File: src/rtl/ascii_cmd_parser.sv
// ascii_cmd_parser: streaming ASCII command decoder between uart_rx and the
// chess game controller. WASD keys produce immediate direction pulses, while
// digits are assembled into a fixed-length numeric command released on Enter.
// Optional feature macro: ASCII_CMD_LOWERCASE_EN (lowercase w/a/s/d accepted).
module ascii_cmd_parser #(
  parameter int NUM_DIGITS = 4,
  parameter int DIGIT_W    = 4
) (
  input  logic                                   clk,
  input  logic                                   rst,
  input  logic [7:0]                             rx_data,
  input  logic                                   rx_valid,
  output logic                                   dir_valid,
  output logic [2:0]                             dir_code,
  output logic                                   cmd_valid,
  output logic [NUM_DIGITS*DIGIT_W-1:0]          cmd_data,
  output logic                                   cmd_err,
  output logic [$clog2(NUM_DIGITS+1)-1:0]        digit_count
);

  localparam int BUF_W = NUM_DIGITS * DIGIT_W;
  localparam int CNT_W = $clog2(NUM_DIGITS + 1);
  localparam logic [CNT_W-1:0] MAX_CNT = CNT_W'(NUM_DIGITS);
  localparam logic [CNT_W-1:0] ONE_CNT = CNT_W'(1);

  // OVER means a digit arrived while the buffer was already full; the
  // buffer itself still holds the NUM_DIGITS digits typed before it.
  typedef enum logic [1:0] {
    IDLE,
    COLLECT,
    FULL,
    OVER
  } state_t;

  state_t                 state_q;
  logic [BUF_W-1:0]       buf_q;
  logic [CNT_W-1:0]       count_q;
  logic                   dirValid_q;
  logic [2:0]             dirCode_q;
  logic                   cmdValid_q;
  logic                   cmdErr_q;
  logic [BUF_W-1:0]       cmdData_q;

  logic                   isDigit;
  logic [DIGIT_W-1:0]     digitVal;
  logic [2:0]             dirKey;
  logic [BUF_W+DIGIT_W-1:0] bufExt;
  logic [BUF_W-1:0]       bufPush;
  logic [BUF_W-1:0]       bufPop;
  logic [CNT_W-1:0]       countInc;
  logic [CNT_W-1:0]       countDec;

  // Digit recognition and the two buffer edits (append newest digit at the
  // LSB end so the first typed digit ends up in the MSBs, or drop the newest).
  always_comb begin
    isDigit  = (rx_data >= 8'h30) && (rx_data <= 8'h39);
    digitVal = DIGIT_W'(rx_data[3:0]);
    bufExt   = {buf_q, digitVal};
    bufPush  = bufExt[BUF_W-1:0];
    bufPop   = buf_q >> DIGIT_W;
    countInc = count_q + ONE_CNT;
    countDec = count_q - ONE_CNT;
  end

  // Map the incoming byte to a cursor direction code, zero if not a WASD key.
  always_comb begin
    dirKey = 3'd0;
    case (rx_data)
      8'h57:   dirKey = 3'd1;
      8'h41:   dirKey = 3'd2;
      8'h53:   dirKey = 3'd3;
      8'h44:   dirKey = 3'd4;
`ifdef ASCII_CMD_LOWERCASE_EN
      8'h77:   dirKey = 3'd1;
      8'h61:   dirKey = 3'd2;
      8'h73:   dirKey = 3'd3;
      8'h64:   dirKey = 3'd4;
`endif
      default: dirKey = 3'd0;
    endcase
  end

  // Parser state, digit buffer and all registered outputs; pulses default low
  // every cycle so each event produces exactly one cycle of output.
  always_ff @(posedge clk) begin
    if (rst) begin
      state_q    <= IDLE;
      buf_q      <= '0;
      count_q    <= '0;
      dirValid_q <= 1'b0;
      dirCode_q  <= 3'd0;
      cmdValid_q <= 1'b0;
      cmdErr_q   <= 1'b0;
      cmdData_q  <= '0;
    end else begin
      dirValid_q <= 1'b0;
      dirCode_q  <= 3'd0;
      cmdValid_q <= 1'b0;
      cmdErr_q   <= 1'b0;
      if (rx_valid) begin
        if (isDigit) begin
          if ((state_q != OVER) && (count_q != MAX_CNT)) begin
            buf_q   <= bufPush;
            count_q <= countInc;
            state_q <= (countInc == MAX_CNT) ? FULL : COLLECT;
          end else begin
            state_q <= OVER;
          end
        end else if (dirKey != 3'd0) begin
          dirValid_q <= 1'b1;
          dirCode_q  <= dirKey;
        end else begin
          case (rx_data)
            8'h08: begin
              if (state_q == OVER) begin
                state_q <= FULL;
              end else if (count_q != '0) begin
                buf_q   <= bufPop;
                count_q <= countDec;
                state_q <= (count_q == ONE_CNT) ? IDLE : COLLECT;
              end
            end
            8'h0D: begin
              if (state_q == FULL) begin
                cmdValid_q <= 1'b1;
                cmdData_q  <= buf_q;
              end else begin
                cmdErr_q <= 1'b1;
              end
              buf_q   <= '0;
              count_q <= '0;
              state_q <= IDLE;
            end
            8'h1B: begin
              buf_q   <= '0;
              count_q <= '0;
              state_q <= IDLE;
            end
            default: begin
            end
          endcase
        end
      end
    end
  end

  // Outputs come straight from registers.
  always_comb begin
    dir_valid   = dirValid_q;
    dir_code    = dirCode_q;
    cmd_valid   = cmdValid_q;
    cmd_err     = cmdErr_q;
    cmd_data    = cmdData_q;
    digit_count = count_q;
  end

endmodule

File: config.mk
export PLATFORM = sky130hd
export DESIGN_NAME = ascii_cmd_parser
export DESIGN_NICKNAME = d
export VERILOG_FILES = /design/src/rtl/ascii_cmd_parser.sv
export SDC_FILE = /design/constraint.sdc
export NUM_CORES = 1
export LEC_CHECK = 0
export ABC_AREA = 1
export CAP_MARGIN = 15
export CORE_MARGIN = 5
export CORE_UTILIZATION = 35
export CTS_BUF_LIST = sky130_fd_sc_hd__clkbuf_16
export DETAILED_ROUTE_END_ITERATION = 10
export PLACE_DENSITY = 0.55
export SETUP_SLACK_MARGIN = 0.05
export SKIP_CTS_REPAIR_TIMING = 1
export SLEW_MARGIN = 20
export SYNTH_ARGS = -nofsm -noshare
export SYNTH_HDL_FRONTEND = slang
export SYNTH_SLANG_ARGS = --single-unit
File: constraint.sdc
create_clock -name clk -period 1.95 [get_ports clk]
set_input_delay 0.195 -clock clk [delete_from_list [all_inputs] [get_ports clk]]
set_output_delay 0.195 -clock clk [all_outputs]
set_load 0.005 [all_outputs]
# After elaboration in Yosys (flattened, before gate mapping)
# Cells that the tools add are included.
# totals
output_inout_bits,25
word_cells,70
register_bits,43
in_bits,11
# op_classes
bitwise_logic,4
n_lt_le_gt_ge,2
n_addsub,2
n_reduce_logical,12
muxes,24
n_eq_ne,18
# op_table
op,n
16-bit 2-to-1 mux,5
"8-bit by 7-bit equality test with 1-bit output, second input constant",4
16-bit case mux with 2 select lines,1
"8-bit by 4-bit equality test with 1-bit output, second input constant",2
3-bit 2-to-1 mux,5
2-bit 2-to-1 mux,6
3-bit case mux with 4 select lines,1
"3-bit inequality test, second input constant",3
3-bit nonzero test,3
"8-bit by 5-bit equality test with 1-bit output, second input constant",1
"8-bit by 6-bit greater-or-equal comparator with 1-bit output, second input constant",1
"8-bit by 6-bit less-or-equal comparator with 1-bit output, second input constant",1
3-bit case mux with 2 select lines,1
6-bit AND reduction,1
5-bit AND reduction,1
5-bit OR reduction,1
"2-bit equality test, second input constant",2
1-bit 2-to-1 mux,4
"2-bit inequality test, second input constant",2
"4-bit inequality test, second input constant",1
1-bit NOT,4
2-bit case mux with 2 select lines,1
4-bit AND reduction,1
4-bit OR reduction,1
8 further kinds,9

# Depth between registers and ports, before layout
# Gate-level depths: netlist of the first run.
# logic_depth
word_depth,7
ltp_mapped,13
depth_no_buf,12

# Worst setup path before layout of the first run
# OpenSTA, ideal clock, no wires.
# synth_timing
path_type,register to register
from,register count_q[0] (netlist: digit_count[0])
to,register count_q[1] (netlist: digit_count[1])
setup_slack_ns,0.310
t_arrival_ns,1.527
synth_period_minus_slack_ns,1.640
path_stages_with_launch,14
n_path_buf,1
t_required_ns,1.837
cell_sequence,dfxtp_1 inv_1 ha_1 nand2_1 nand2_1 nand3_1 nand2_1 inv_2 nand2_2 nor2_8 buf_6 nand2_1 nand2_1 nor2_1
# synth_between
elab_chain_len,6
elab_cells_between_ends,14
# synth_rtl
element,line_no,text
from (decl),37,logic [CNT_W-1:0] count_q;
from (signal assigned),104,count_q <= countInc;
from (signal assigned),119,count_q <= countDec;
3-bit by 1-bit subtractor with 3-bit output,62,countDec = count_q - ONE_CNT;
3-bit 2-to-1 mux,117,end else if (count_q != '0) begin
3-bit 2-to-1 mux,115,if (state_q == OVER) begin
3-bit case mux with 2 select lines,113,case (rx_data)
3-bit 2-to-1 mux,109,end else if (dirKey != 3'd0) begin
3-bit 2-to-1 mux,101,if (isDigit) begin
# Parallel ways exist; a longest one is shown, timed or not. The select of a mux whose other input is x is not followed.
# A chain may end at the register's enable or synchronous reset.

# Final worst setup path of the first run
# layout_timing
from,input rx_data[3]
to,register dirCode_q[1] (netlist: dir_code[1])
# layout_between
elab_chain_len,5
elab_cells_between_ends,11
# layout_rtl
element,line_no,text
from (decl),11,"input logic [7:0] rx_data,"
8-bit by 7-bit equality test with 1-bit output,68,case (rx_data)
3-bit case mux with 4 select lines,68,
3-bit nonzero test,109,
1-bit NOT (no line),-,
4-bit OR reduction (no line),-,
to (signal assigned),111,dirCode_q <= dirKey;
to (decl),39,logic [2:0] dirCode_q;
# Parallel ways exist; a longest one is shown, timed or not.

==> results of run 1 <==
-- Yosys cell counts (all sizes together) --
cell type  instances
nor3               3
a21oi             16
clkbuf             3
inv               36
buf                9
nand2            107
nand3              8
xor2               1
nor4               3
o21a               1
nor2             104
clkinv             1
dfxtp             43
o21bai             3
o21ai              4
nand4              3
ha                 5
-- critical path, cell delays in order --
cell	delay [ns]
clkdlybuf4s50_1	0.57
o21ai_1	0.12
nand2_1	0.19
inv_1	0.11
buf_4	0.18
nor3_1	0.28
inv_1	0.10
a21oi_1	0.14
-- cell type report --
type	instances	area, µm²
repair buffers	54	518
clock inverters	3	23.8
inverters	37	139
clock buffers	5	125
fillers	664	3410
well taps	77	96.3
flip-flops and latches	43	862
multi-input cells	258	1220
-- per-stage QoR --
step                TNS (ns)  instances  hold WS [ns]  cell area [µm²]  power (mW)
floorplan                  0        350         0.264             2320        1.01
global placement     -0.0217        469         0.464             2830        1.07
detailed placement   -0.0228        469         0.471             2830        1.07
CTS                        0        477         0.486             2980        1.92
global route               0        477         0.506             2980        1.99
finish                     0        477         0.481             2980        1.89
-- power groups by stage --
stage / combinational (mW) / clock, mW / sequential (mW)
6_report: 0.156 / 0.841 / 0.894
3_3_place_gp: 0.156 / 0 / 0.914
4_1_cts: 0.157 / 0.868 / 0.894
5_1_grt: 0.176 / 0.919 / 0.895
2_1_floorplan: 0.0957 / 0 / 0.912
3_5_place_dp: 0.157 / 0 / 0.914
-- state kept, by name, summed over array words and instances (netlist names) --
name         count
state_q          2
buf_q           16
dir_valid        1
dir_code         3
cmd_data        16
digit_count      3
cmd_err          1
cmd_valid        1
-- routing by layer --
layer  up-vias  part of all wire  global-route usage  wire length [µm]
met3        10             0.042              0.0281               224
met1       951              0.50               0.184              2630
met5         -                 0                   0                 0
met2        36              0.44               0.201              2340
li1       1159                 -                   -                 -
met4         0             0.017              0.0477                91
-- worst paths after layout --
kind	start	to	slack [ns]	depth (start not counted)
setup / recovery	rx_data[3]	dir_code[1]	0.27	8
hold / removal	cmd_data[6]	cmd_data[6]	0.48	2
setup reg to reg	digit_count[1]	buf_q[10]	0.27	13
hold reg to reg	cmd_data[6]	cmd_data[6]	0.48	2
-- kinds of logic after synthesis --
| kind of cell | after synthesis |
|---|---|
| fa+ha+maj | 5 |
| compound gates | 24 |
| xor+xnor | 1 |
| simple gates | 228 |
| flops | 43 |
| buf+inv | 49 |
==> run_results.csv, run 1 <==
group,metric,value,unit
floorplan,initial_core_util,0.363,
floorplan,ios,36,
synthesis,synthXorXnorAreaFrac,0.00378,
sta,fin_crit,1.68,ns
worst_hold_path,hp-class,"reg -> reg",
setup_path,crit_required,2.16,ns
setup_path,critical_path_class,"in -> reg",
placed_design,place_hpwl,4.06,mm
sta,fmax,595,MHz
setup_path,startpoint_type,"input port",
routing,drt-initial-drc-count,124,
sta,max-slew-margin-rel,0.771,
floorplan,fp-row-count,29,
routing,num_vias,2156,
routing,routed_via_density,4.52,
synthesis,synth_top_area_frac,0.371,
power_and_ir_drop,power_leakage,1.23,nW
floorplan,die-area,8350,µm²
routing,drt-pass1-iter-count,4,
sta,slew_violations,0,
placed_design,dp_slack,-0.00810,ns
power_and_ir_drop,p_comb_frac,0.082,
final_layout,layout_common_cells,"nand2_1 (89), nor2_1 (88), dfxtp_1 (42)",
floorplan,die_w,91.4,µm
setup_path,endpoint_kind,"flip-flop",
synthesis,yosysUniqueCellTypes,28,
placed_design,io_buffer_count,35,
grt,globalRouteOverflowTotal,0,
synthesis,avgSynthCellArea,6.62,µm²
synthesis,netlist_area,2320,µm²
synthesis,synth_top_family_by_area,"simple AND/OR/NAND/NOR gates",
synthesis,synth_compound_area_frac,0.0561,
power_and_ir_drop,p_sw_frac,0.243,
synthesis,yosysSeqAreaShare,0.371,
routing,drc,0,
synthesis,ys_ff_latch,43,
grt,antenna_found_initial,0,
final_layout,syn2layout_area_growth,28.5,%
grt,grt_pass1_wl,9.14,mm
power_and_ir_drop,p_int,1.43,mW
synthesis,netlist_top_cells_area,"dfxtp_1 (37%), nand2_1 (14%), nor2_1 (14%)",
power_and_ir_drop,ir_drop,345,µV
clocking,cts_tree,"done",
synthesis,syn-num-nets,366,
grt,grt.total_usage,0.133,
placed_design,finalWeightedCongestion,0.922,
final_layout,final_nets,415,
routing,wl_per_cell,11.1,µm
clocking,cts_inserted_buffers,5,
power_and_ir_drop,power_density,635,nW/µm²
final_layout,num_antenna_cells,0,
clocking,clk_latency,0.28,ns
final_layout,final_common_cell,"nand2_1",
clocking,cts_root_buf,"clkbuf_16",
clocking,htree_levels,2,
sta,setup_slack,0.270,ns
clocking,cts_buffer_depth,2,
sta,finalClockSkew,0.00558,ns
synthesis,synth_adder_area_share,0.0270,
synthesis,yosys.area.top_type,"dfxtp_1",
clocking,cts_num_sinks,43,
grt,grt_max_degree,33,
setup_path,critPathMaxFanout,6,
final_layout,drive_gt1_frac,0.178,
synthesis,yosys_warnings,0,
routing,postRouteAntennaNets,0,
final_layout,utilization,0.467,
floorplan,coreArea,6390,µm²
synthesis,synthMuxAreaShare,0,
synthesis,synthCells,350,
power_and_ir_drop,p_seq_frac,0.473,
routing,wirelength,5.29,mm
sta,worst_pin_slew,0.341,ns
sta,setup_viol,0,
setup_path,arrival,1.89,ns
clocking,clkTransAtPathRegs,0.06,ns
grt,grt_pass1_vias,1963,
sta,hold_viol,0,
sta,rsz0062_at_grt,"no",
synthesis,synthSimpleGateAreaFrac,0.438,
outcome,status,"completed",
floorplan,die_h,91.4,µm
run,drv_cap,0,
power_and_ir_drop,p_sw,0.460,mW
power_and_ir_drop,p_clk_frac,0.445,
sta,fin_crit_sh,0.862,
Power figures use the tool's default switching activity.
==> run 2, diff against run 1 <==
PLACE_DENSITY = not set   (was 0.55)
==> run 2 against run 1 <==
Register-to-register slack worse by 0.03 ns. Die area unchanged. Combinational power barely moved. Critical path type is now reg -> reg. Highest routed layer unchanged.
==> run_results.csv, run 2 (synthesis gave the netlist of run 1 again) <==
group,metric,value,unit
power_and_ir_drop,ir_drop,367,µV
setup_path,startpoint_type,"flip-flop",
grt,globalRouteOverflowTotal,0,
routing,wirelength,5.06,mm
clocking,htree_levels,2,
floorplan,die_w,91.4,µm
clocking,clkTransAtPathRegs,0.06,ns
routing,drt-initial-drc-count,89,
power_and_ir_drop,power_density,617,nW/µm²
worst_hold_path,hp-class,"reg -> reg",
setup_path,endpoint_kind,"flip-flop",
floorplan,fp-row-count,29,
setup_path,crit_required,2.12,ns
run,drv_cap,0,
setup_path,critPathMaxFanout,22,
setup_path,path_buf_inv,3,
sta,slew_violations,0,
setup_path,arrival,1.88,ns
grt,grt_pass1_wl,8.77,mm
setup_path,cp_common_cell,"nand2_1",
routing,drc,0,
placed_design,dp_slack,-0.0252,ns
clocking,cts_inserted_buffers,5,
final_layout,final_cell_area,2990,µm²
sta,worst_pin_slew,0.368,ns
setup_path,critical_path_class,"reg -> reg",
grt,grt_pass1_vias,1997,
floorplan,initial_core_util,0.363,
final_layout,utilization,0.468,
sta,hold_viol,0,
placed_design,io_buffer_count,35,
setup_path,cp_slowest_stage_delay,0.37,ns
sta,fin_crit,1.71,ns
sta,setup_viol,0,
final_layout,filler_cell_count,644,
routing,drt-pass1-iter-count,4,
clocking,cts_tree,"done",
outcome,status,"completed",
final_layout,drive_gt1_frac,0.177,
sta,rsz0062_at_grt,"no",
clocking,cts_buffer_depth,2,
sta,setup_slack,0.240,ns
sta,fmax,585,MHz
power_and_ir_drop,power_leakage,1.23,nW
grt,grt_max_degree,37,
floorplan,coreArea,6390,µm²
clocking,cts_num_sinks,43,
setup_path,crit_family,"simple AND/OR/NAND/NOR gates",
placed_design,finalWeightedCongestion,0.826,
setup_path,r2r_slack,0.24,ns
sta,max-slew-margin-rel,0.754,
final_layout,syn2layout_area_growth,28.8,%
floorplan,ios,36,
floorplan,die_h,91.4,µm
final_layout,final_common_cell,"nand2_1",
clocking,cts_root_buf,"clkbuf_16",
setup_path,path_cells,"inv_1 > ha_1 > nand2_1 > nand2_1 > nand3_1 > nand2_1 > inv_2 > nand2_2 > nor2_8 > buf_12 > nand2_1 > nand2_1 > nor2_1",
final_layout,final_nets,417,
routing,postRouteAntennaNets,0,
clocking,clk_latency,0.28,ns
routing,wl_per_cell,10.6,µm
final_layout,layout_common_cells,"nand2_1 (89), nor2_1 (88), dfxtp_1 (42)",
sta,fin_crit_sh,0.877,
grt,antenna_found_initial,0,
placed_design,place_area,2850,µm²
placed_design,place_hpwl,3.81,mm
sta,finalClockSkew,0.00451,ns
routing,routed_via_density,4.46,
routing,num_vias,2138,
setup_path,crit_path_top_delay_cell,"dfxtp_1",
floorplan,die-area,8350,µm²
final_layout,num_antenna_cells,0,
grt,grt.total_usage,0.123,
## run 2: cell type report
type | count | area, µm² | share of cell area
clock buffer | 5 | 125 | 0.0419
clock inverter | 3 | 15.0 | 0.00503
inverter | 37 | 139 | 0.0465
multi-input combinational | 258 | 1220 | 0.407
sequential | 43 | 862 | 0.289
tap | 77 | 96.3 | 0.0323
timing repair buffer | 56 | 533 | 0.178
## run 2: worst register-to-register path, stage by stage (launching register included)
cell and delay (ns):
dfxtp_1 0.37, inv_1 0.10, ha_1 0.21, nand2_1 0.07, nand2_1 0.07, nand3_1 0.11, nand2_1 0.07, inv_2 0.05
nand2_2 0.09, nor2_8 0.15, buf_12 0.16, nand2_1 0.06, nand2_1 0.05, nor2_1 0.05
## run 2: where the power goes
| part | total, mW | internal, mW | switching, mW | leakage, nW |
|---|---|---|---|---|
| Clock | 0.793 | 0.465 | 0.328 | 0.0649 |
| Combinational | 0.154 | 0.0646 | 0.0892 | 0.822 |
| Sequential | 0.895 | 0.888 | 0.00713 | 0.347 |
| Total | 1.84 | 1.42 | 0.424 | 1.23 |
## run 2: metrics by stage
step           power, mW  hold slack [ns]  setup TNS, ns  std cells
4_1_cts             1.87            0.485              0        479
3_3_place_gp        1.07            0.463              0        471
3_5_place_dp        1.07            0.471        -0.0957        471
2_1_floorplan       1.01            0.264              0        350
6_report            1.84            0.479              0        479
5_1_grt             1.94            0.505              0        479
## run 2: final timing paths
check	start	to	cells after the start
max	digit_count[1]	buf_q[11]	13
min	buf_q[1]	buf_q[1]	2
max reg2reg	digit_count[1]	buf_q[11]	13
min reg2reg	buf_q[1]	buf_q[1]	2
## run 2: metal layers
metal	track usage	part of all wire	vias up
met5	0	0	-
met4	0.0367	0.013	0
met3	0.0248	0.035	4
met2	0.202	0.45	35
met1	0.163	0.50	936
li1	-	-	1163
